`config.mk`:
```
export PLATFORM = sky130hd
export DESIGN_NAME = bcd_serial_adder
export DESIGN_NICKNAME = d
export VERILOG_FILES = /design/src/rtl/bcd_serial_adder_pkg.sv /design/src/rtl/bcd_serial_adder_digit.sv /design/src/rtl/bcd_serial_adder.sv
export SDC_FILE = /design/constraint.sdc
export NUM_CORES = 1
export LEC_CHECK = 0
export BUFFER_PORTS_ARGS = -buffer_cell sky130_fd_sc_hd__buf_2
export CAP_MARGIN = 40
export CORE_ASPECT_RATIO = 1.75
export CORE_MARGIN = 5
export CORE_UTILIZATION = 30
export CTS_CLUSTER_DIAMETER = 30
export CTS_CLUSTER_SIZE = 10
export DETAILED_ROUTE_END_ITERATION = 6
export HOLD_SLACK_MARGIN = 0.02
export PLACE_DENSITY = 0.51
export SETUP_SLACK_MARGIN = 0.1
export SYNTH_ARGS = -nofsm -noshare
export SYNTH_HDL_FRONTEND = slang
export SYNTH_SLANG_ARGS = --single-unit
export TNS_END_PERCENT = 5
```
`constraint.sdc`:
```
create_clock -name clk -period 3.65 [get_ports clk]
set_input_delay 0.73 -clock clk [delete_from_list [all_inputs] [get_ports clk]]
set_output_delay 0.73 -clock clk [all_outputs]
set_load 0.005 [all_outputs]
```
`src/rtl/bcd_serial_adder_pkg.sv`:
```
// Shared BCD constants and the serial adder FSM encoding.
package bcd_serial_adder_pkg;

  localparam int BCD_W   = 4;
  localparam int BCD_MAX = 9;
  localparam int BCD_ADJ = 6;

  typedef enum logic [1:0] {
    ST_IDLE = 2'd0,
    ST_ADD  = 2'd1,
    ST_DONE = 2'd2
  } state_e;

endpackage

```
`src/rtl/bcd_serial_adder_digit.sv`:
```
// Combinational single-digit BCD adder; shared by the BCD arithmetic blocks.
module bcd_digit_adder
  import bcd_serial_adder_pkg::*;
(
  input  logic [BCD_W-1:0] a_d,
  input  logic [BCD_W-1:0] b_d,
  input  logic             c,
  output logic [BCD_W-1:0] digit,
  output logic             carry,
  output logic             invalid
);

  logic [BCD_W:0]   s;
  logic [BCD_W+1:0] s_adj;

  always_comb begin
    s       = {1'b0, a_d} + {1'b0, b_d} + {{BCD_W{1'b0}}, c};
    // Out-of-range digits still go through the normal +6 correction.
    s_adj   = {1'b0, s} + (BCD_W+2)'(BCD_ADJ);
    carry   = (s > (BCD_W+1)'(BCD_MAX));
    digit   = carry ? s_adj[BCD_W-1:0] : s[BCD_W-1:0];
    invalid = (a_d > BCD_W'(BCD_MAX)) | (b_d > BCD_W'(BCD_MAX));
  end

endmodule

```
`src/rtl/bcd_serial_adder.sv`:
```
// Digit-serial BCD adder: one digit per clock, LSD first, through one digit adder.
module bcd_serial_adder
  import bcd_serial_adder_pkg::*;
#(
  parameter int DIGITS = 4
) (
  input  logic                    clk,
  input  logic                    rst_n,
  input  logic                    start,
  input  logic [BCD_W*DIGITS-1:0] a,
  input  logic [BCD_W*DIGITS-1:0] b,
  input  logic                    cin,
  output logic                    busy,
  output logic                    done,
  output logic [BCD_W*DIGITS-1:0] sum,
  output logic                    cout,
  output logic                    err
);

  localparam int W     = BCD_W * DIGITS;
  localparam int IDX_W = (DIGITS > 1) ? $clog2(DIGITS) : 1;
  localparam logic [IDX_W-1:0] LAST = IDX_W'(DIGITS - 1);

  state_e           state_q, state_d;
  logic [IDX_W-1:0] idx_q, idx_d;
  logic [W-1:0]     opa_q, opa_d;
  logic [W-1:0]     opb_q, opb_d;
  logic [W-1:0]     sum_q, sum_d;
  logic             carry_q, carry_d;
  logic             cout_q, cout_d;
  logic             err_q, err_d;

  logic [BCD_W-1:0] dig;
  logic             dig_carry;
  logic             dig_inv;

  // Operands shift right each ADD cycle, so the current digit is always at the bottom.
  bcd_digit_adder u_digit (
    .a_d     (opa_q[BCD_W-1:0]),
    .b_d     (opb_q[BCD_W-1:0]),
    .c       (carry_q),
    .digit   (dig),
    .carry   (dig_carry),
    .invalid (dig_inv)
  );

  always_comb begin
    state_d = state_q;
    idx_d   = idx_q;
    opa_d   = opa_q;
    opb_d   = opb_q;
    sum_d   = sum_q;
    carry_d = carry_q;
    cout_d  = cout_q;
    err_d   = err_q;
    case (state_q)
      ST_IDLE, ST_DONE: begin
        if (start) begin
          opa_d   = a;
          opb_d   = b;
          carry_d = cin;
          idx_d   = '0;
          err_d   = 1'b0;
          state_d = ST_ADD;
        end else begin
          state_d = ST_IDLE;
        end
      end
      ST_ADD: begin
        sum_d[idx_q*BCD_W +: BCD_W] = dig;
        carry_d = dig_carry;
        err_d   = err_q | dig_inv;
        opa_d   = opa_q >> BCD_W;
        opb_d   = opb_q >> BCD_W;
        idx_d   = idx_q + 1'b1;
        if (idx_q == LAST) begin
          cout_d  = dig_carry;
          idx_d   = '0;
          state_d = ST_DONE;
        end
      end
      default: state_d = ST_IDLE;
    endcase
  end

  always_ff @(posedge clk or negedge rst_n) begin
    if (!rst_n) begin
      state_q <= ST_IDLE;
      idx_q   <= '0;
      opa_q   <= '0;
      opb_q   <= '0;
      sum_q   <= '0;
      carry_q <= 1'b0;
      cout_q  <= 1'b0;
      err_q   <= 1'b0;
    end else begin
      state_q <= state_d;
      idx_q   <= idx_d;
      opa_q   <= opa_d;
      opb_q   <= opb_d;
      sum_q   <= sum_d;
      carry_q <= carry_d;
      cout_q  <= cout_d;
      err_q   <= err_d;
    end
  end

  assign busy = (state_q == ST_ADD);
  assign done = (state_q == ST_DONE);
  assign sum  = sum_q;
  assign cout = cout_q;
  assign err  = err_q;

endmodule

```
# Word level (Yosys, flattened, before mapping)
# Index checks and enable logic that the tools add are counted.
[op_classes]
n_eq_ne = 5
n_bitwise = 2
n_shift = 2
add_sub_neg = 5
mux = 16
div_mod_pow = 0
magnitude_cmp = 3
mul = 0
reduce_logical = 5
[op_table]
columns = ["op", "count"]
rows = [
  ["$pmux W16 S2", 2],
  ["$neg A4 Y34", 1],
  ["$shift A4 B34 Y16 const A", 1],
  ["$shiftx A4 B34 Y16", 1],
  ["$mux W16", 2],
  ["$bwmux W16", 1],
  ["$gt A4 B4 Y1 const B", 2],
  ["$pmux W2 S2", 2],
  ["$mux W2", 3],
  ["$add A4 B4 Y5", 1],
  ["$add A5 B1 Y5", 1],
  ["$gt A5 B4 Y1 const B", 1],
  ["$add A4 B3 Y4 const B", 1],
  ["$eq A2 B2 Y1 const B", 2],
  ["$mux W4", 1],
  ["$pmux W1 S2", 2],
  ["$reduce_and A2 Y1", 2],
  ["$mux W1", 3],
  ["$add A2 B1 Y2 const B", 1],
  ["$eq A2 B1 Y1 const B", 1],
  ["$logic_not A2 Y1", 1],
  ["$ne A2 B1 Y1 const B", 1],
  ["$ne A2 B2 Y1 const B", 1],
  ["$or A1 B1 Y1", 2],
  ["2 further kinds", 2],
]
[word_totals]
mem_count = 0
romBits = 0
inputBits = 36
latch_bits = 0
word_cells = 46
ram_bits = 0
reg_bits = 55
out_inout_bits = 20

# Depth between registers and ports, before layout
[logic_depth]
word_depth = 6
mapped_depth = 10
ltp_nobuf = 10

# Modules after synthesis
# A second synthesis with hierarchy kept.
[unflattened]
hier_cells = 293
hier_area_um2 = 3072.9
[by_module_without_submodules]
columns = ["mod", "area_each_um2", "instances", "cells_each", "seq_area_each_um2"]
rows = [
  ["bcd_serial_adder", 2847.7, 1, 268, 1376.3],
  ["bcd_digit_adder", 225.2, 1, 25, 0.0],
]

# Worst setup path after synthesis
# Ideal clock, no wire load.
[synth_timing]
kind = "register -> register"
from = "reg opa_q[0]"
to = "reg sum_q[5] (netlist: sum[5])"
path_stages_with_launch = 9
period_less_slack_ps = 2525
setup_ps = 130
path_buffers = 0
t_required_ps = 3520
arrival_time_ps = 2395
setup_slack_ps = 1125
cell_sequence = "dfrtp_1 > fa_1 > inv_1 > fa_1 > ha_1 > a32o_2 > o31ai_2 > xor2_1 > o21ai_1"
[synth_via]
elab_chain_len = 6
elab_cells_between_ends = 7
cone_classes = "add/sub (3); order compare (1); shift (1); mux (2)"
[synth_lines]
columns = ["item", "line_no", "rtl"]
rows = [
  ["start, declared", "bcd_serial_adder.sv:26", "logic [W-1:0] opa_q, opa_d;"],
  ["start signal, assigned", "bcd_serial_adder.sv:99", "opa_q <= opa_d;"],
  ["$add A4 B4 Y5 (*)", "bcd_serial_adder_digit.sv:17", "s = {1'b0, a_d} + {1'b0, b_d} + {{BCD_W{1'b0}}, c};"],
  ["$add A5 B1 Y5 (*)", "bcd_serial_adder_digit.sv:17", ""],
  ["$add A4 B3 Y4 / $gt A5 B4 Y1 (equally long branches)", "bcd_serial_adder_digit.sv:19, bcd_serial_adder_digit.sv:20", ""],
  ["$mux W4 (*)", "bcd_serial_adder_digit.sv:21", "digit = carry ? s_adj[BCD_W-1:0] : s[BCD_W-1:0];"],
  ["$shiftx A4 B34 Y16 (*)", "bcd_serial_adder.sv:70", "sum_d[idx_q*BCD_W +: BCD_W] = dig;"],
  ["$bwmux W16 (*)", "bcd_serial_adder.sv:70", ""],
  ["end signal, assigned", "bcd_serial_adder.sv:101", "sum_q <= sum_d;"],
  ["end, declared", "bcd_serial_adder.sv:28", "logic [W-1:0] sum_q, sum_d;"],
]
# Every way passes the cells marked *; elsewhere a longest branch is shown, timed or not.
# A chain may end at the register's enable or synchronous reset.

# Worst setup path after layout
[layout_timing]
from = "reg opa_q[0]"
to = "reg sum_q[10] (netlist: sum[10])"
# Same word-level chain as after synthesis.

==> results.json <==
{
  "fp.dieH_um": 134.3,
  "finalCritPeriodShare_pct": 77.23,
  "r2r_cells": 10,
  "ys_ff_latch": 55,
  "drc": 0,
  "yosys_warnings": 0,
  "drt_first_pass_iters": 4,
  "nNetsFinal": 379,
  "port-buffer-count": 55,
  "outcome": "finished, final reports clean",
  "syn_nets": 327,
  "clk_pin_slew_ns": 0.07,
  "setup.worst_path.start": "opa_q[0]$_DFFE_PN0P_",
  "wire_per_inst_um": 14.06,
  "grt_pass1_vias": 2228,
  "hold_class": "input port to asynchronous set/reset pin",
  "worst_pin_slew_ns": 0.8749,
  "drtAntennaViolNets": 0,
  "routed_via_density": 4.775,
  "grt_max_degree": 52,
  "ys.flop_type": "dfrtp_1",
  "critPathKind": "register to register",
  "crit_fanout": 4,
  "fin_skew_ns": 0.004941,
  "grt_overflow_total": 0,
  "postSynthAreaPerCell_um2": 9.533,
  "drt_iter0_drc": 71,
  "synth_xor_area_share_pct": 0.6610,
  "pin_count": 56,
  "synth_compound_area_share_pct": 18.08,
  "num_vias": 2139,
  "final_layout_size_suffix_gt1_share_pct": 23.56,
  "r2r_setup_slack_ns": 0.83,
  "hold_viol": 0,
  "gp_congestion": 0.7712,
  "dp_hpwl_um": 4725,
  "fin_crit_ns": 2.819,
  "cts.repair.resized": 0,
  "die_w_um": 81.05,
  "antenna_found_initial": 0,
  "wirelength_um": 6299,
  "crit-reg2reg-launch": "opa_q[0]$_DFFE_PN0P_",
  "grt_usage_pct": 12.49,
  "cts-buffers-inserted": 5,
  "timing.rr.end": "sum[10]$_DFFE_PN0P_",
  "clock_latency_ns": 0.29,
  "pwr_density_cell_mw_per_mm2": 1122,
  "synth_top_family_by_area": "simple AND/OR/NAND/NOR gates",
  "tns_ns": 0,
  "hold_ws_ns": 0.4298,
  "setup_viol": 0,
  "clk_path_buf_depth": 2,
  "synthesis.area_mm2": 0.002650,
  "synth-async-reset-ratio_pct": 100.0,
  "yosys.area_share.simple_pct": 18.56,
  "cap_violations": 0,
  "synth_fa_ha_area_share_pct": 6.704,
  "max_freq_mhz": 354.7,
  "cts_tree": "built",
  "ys_seq_area_share_pct": 51.94,
  "syn_to_final_growth_pct": 22.10,
  "num_antenna_cells": 0,
  "arrival_ns": 3.05,
  "vdd_ir_drop_max_mv": 0.4360,
  "start_util_pct": 30.56,
  "fp.dieArea_mm2": 0.01089,
  "ys_types": 39,
  "cts_root_buf": "clkbuf_16",
  "cp-end-kind": "register",
  "startpoint_type": "register",
  "muxShareOfSynthArea_pct": 0.9443,
  "synthCells": 278,
  "postCtsHoldBufs": 0,
  "htree_levels": 2,
  "synth-edff-count": 0,
  "post_cts_buffers": 0,
  "leakage_nw": 1.557,
  "std_cell_rows": 45,
  "grt_pass1_wl_um": 10630,
  "slew_violations": 0,
  "rsz0062_at_grt": "false",
  "required_ns": 3.88,
  "core_mm2": 0.008671,
  "slew_headroom_pct": 41.67,
  "cts_sinks": 55
}
[where the power goes]
group          switching (mW)  internal, mW
sequential              0.184         0.886
clock                   0.216         0.394
combinational            1.17         0.777
[synth_stat cells (all sizes together) (3+ instances only)]
library cell | number | area, µm²
o22ai | 3 | 25.02
inv | 8 | 30.03
o31ai | 3 | 27.52
a22o | 17 | 148.9
clkbuf | 9 | 33.78
a31oi | 22 | 137.6
buf | 4 | 18.76
nand2 | 64 | 240.2
nor2 | 31 | 116.4
a21oi | 8 | 40.04
dfrtp | 55 | 1376
o21ai | 14 | 70.07
ha | 11 | 137.6
nand2b | 3 | 18.77
[stage by stage]
step	utilization (%)	instances	setup WS [ns]	instance area (µm²)	total power [mW]
after floorplan	-	278	1.125	2650	2.504
after global placement	35.14	440	0.9129	3047	2.997
after detailed placement	35.14	440	0.8217	3047	3.064
after CTS	37.32	448	0.8103	3236	3.692
after global routing	37.32	448	0.6553	3236	3.966
final	37.32	448	0.8309	3236	3.630
[logic make-up (layout without fill, tap and decap cells)]
group	after synthesis	in the layout
simple gates	115	115
compound gates	70	70
flops	55	55
buf+inv	21	74
fa+ha+maj	13	13
xor+xnor	2	2
mux	2	2
[worst max path at each step]
stage                          endpoint  slack [ns]
global route         sum[5]$_DFFE_PN0P_        0.66
detailed placement  sum[10]$_DFFE_PN0P_        0.82
finish              sum[10]$_DFFE_PN0P_        0.83
CTS                 sum[10]$_DFFE_PN0P_        0.81
global placement    sum[10]$_DFFE_PN0P_        0.91
floorplan            sum[5]$_DFFE_PN0P_        1.12
[layer usage]
| metal | routed length (µm) | share of wire (%) | GRT usage, % | vias to the layer above |
|---|---|---|---|---|
| li1 | - | - | - | 1076 |
| met1 | 2692 | 43 | 15.21 | 1007 |
| met2 | 3213 | 51 | 21.55 | 47 |
| met3 | 252 | 4.0 | 2.419 | 9 |
| met4 | 141 | 2.2 | 4.323 | 0 |
| met5 | 0 | 0 | 0 | - |
[area by class of cell]
type / instances / area, µm²
Tap cell: 117 / 146.4
Sequential cell: 55 / 1376
Fill cell: 949 / 5435
Timing Repair Buffer: 58 / 297.8
Multi-Input combinational cell: 202 / 1196
Clock inverter: 2 / 60.06
Inverter: 8 / 30.03
Clock buffer: 6 / 128.9
[cell usage in the layout, fill, tap and decap left out, types with 2 or more instances in the layout]
cell type   n
nand2_1    64
dfrtp_1    55
buf_2      55
nor2_1     31
a31oi_1    22
a22o_1     17
ha_1       11
o21ai_0    10
a21oi_1     8
inv_1       7
clkbuf_16   5
o21ai_1     4
buf_4       3
xor2_1      2
nor4_1      2
nand2b_1    2
o31ai_1     2
and2b_2     2
o22ai_1     2
or4_1       2
fa_1        2
bufinv_16   2
[worst max-delay path, cell delays in order, from the launching register on]
cell,delay [ns]
dfrtp_1,0.40
fa_1,0.44
inv_1,0.08
fa_1,0.22
xor2_1,0.30
ha_1,0.21
nand2_1,0.05
a32o_2,0.25
nor3_2,0.21
mux2i_2,0.40
a22o_1,0.20
[sequential cells by signal, summed over array words and instances (netlist names)]
name	cells
opa_q	16
cout	1
err	1
opb_q	16
state_q	2
sum	16
idx_q	2
carry_q	1
Note: power is estimated with default switching activity, not from simulation.
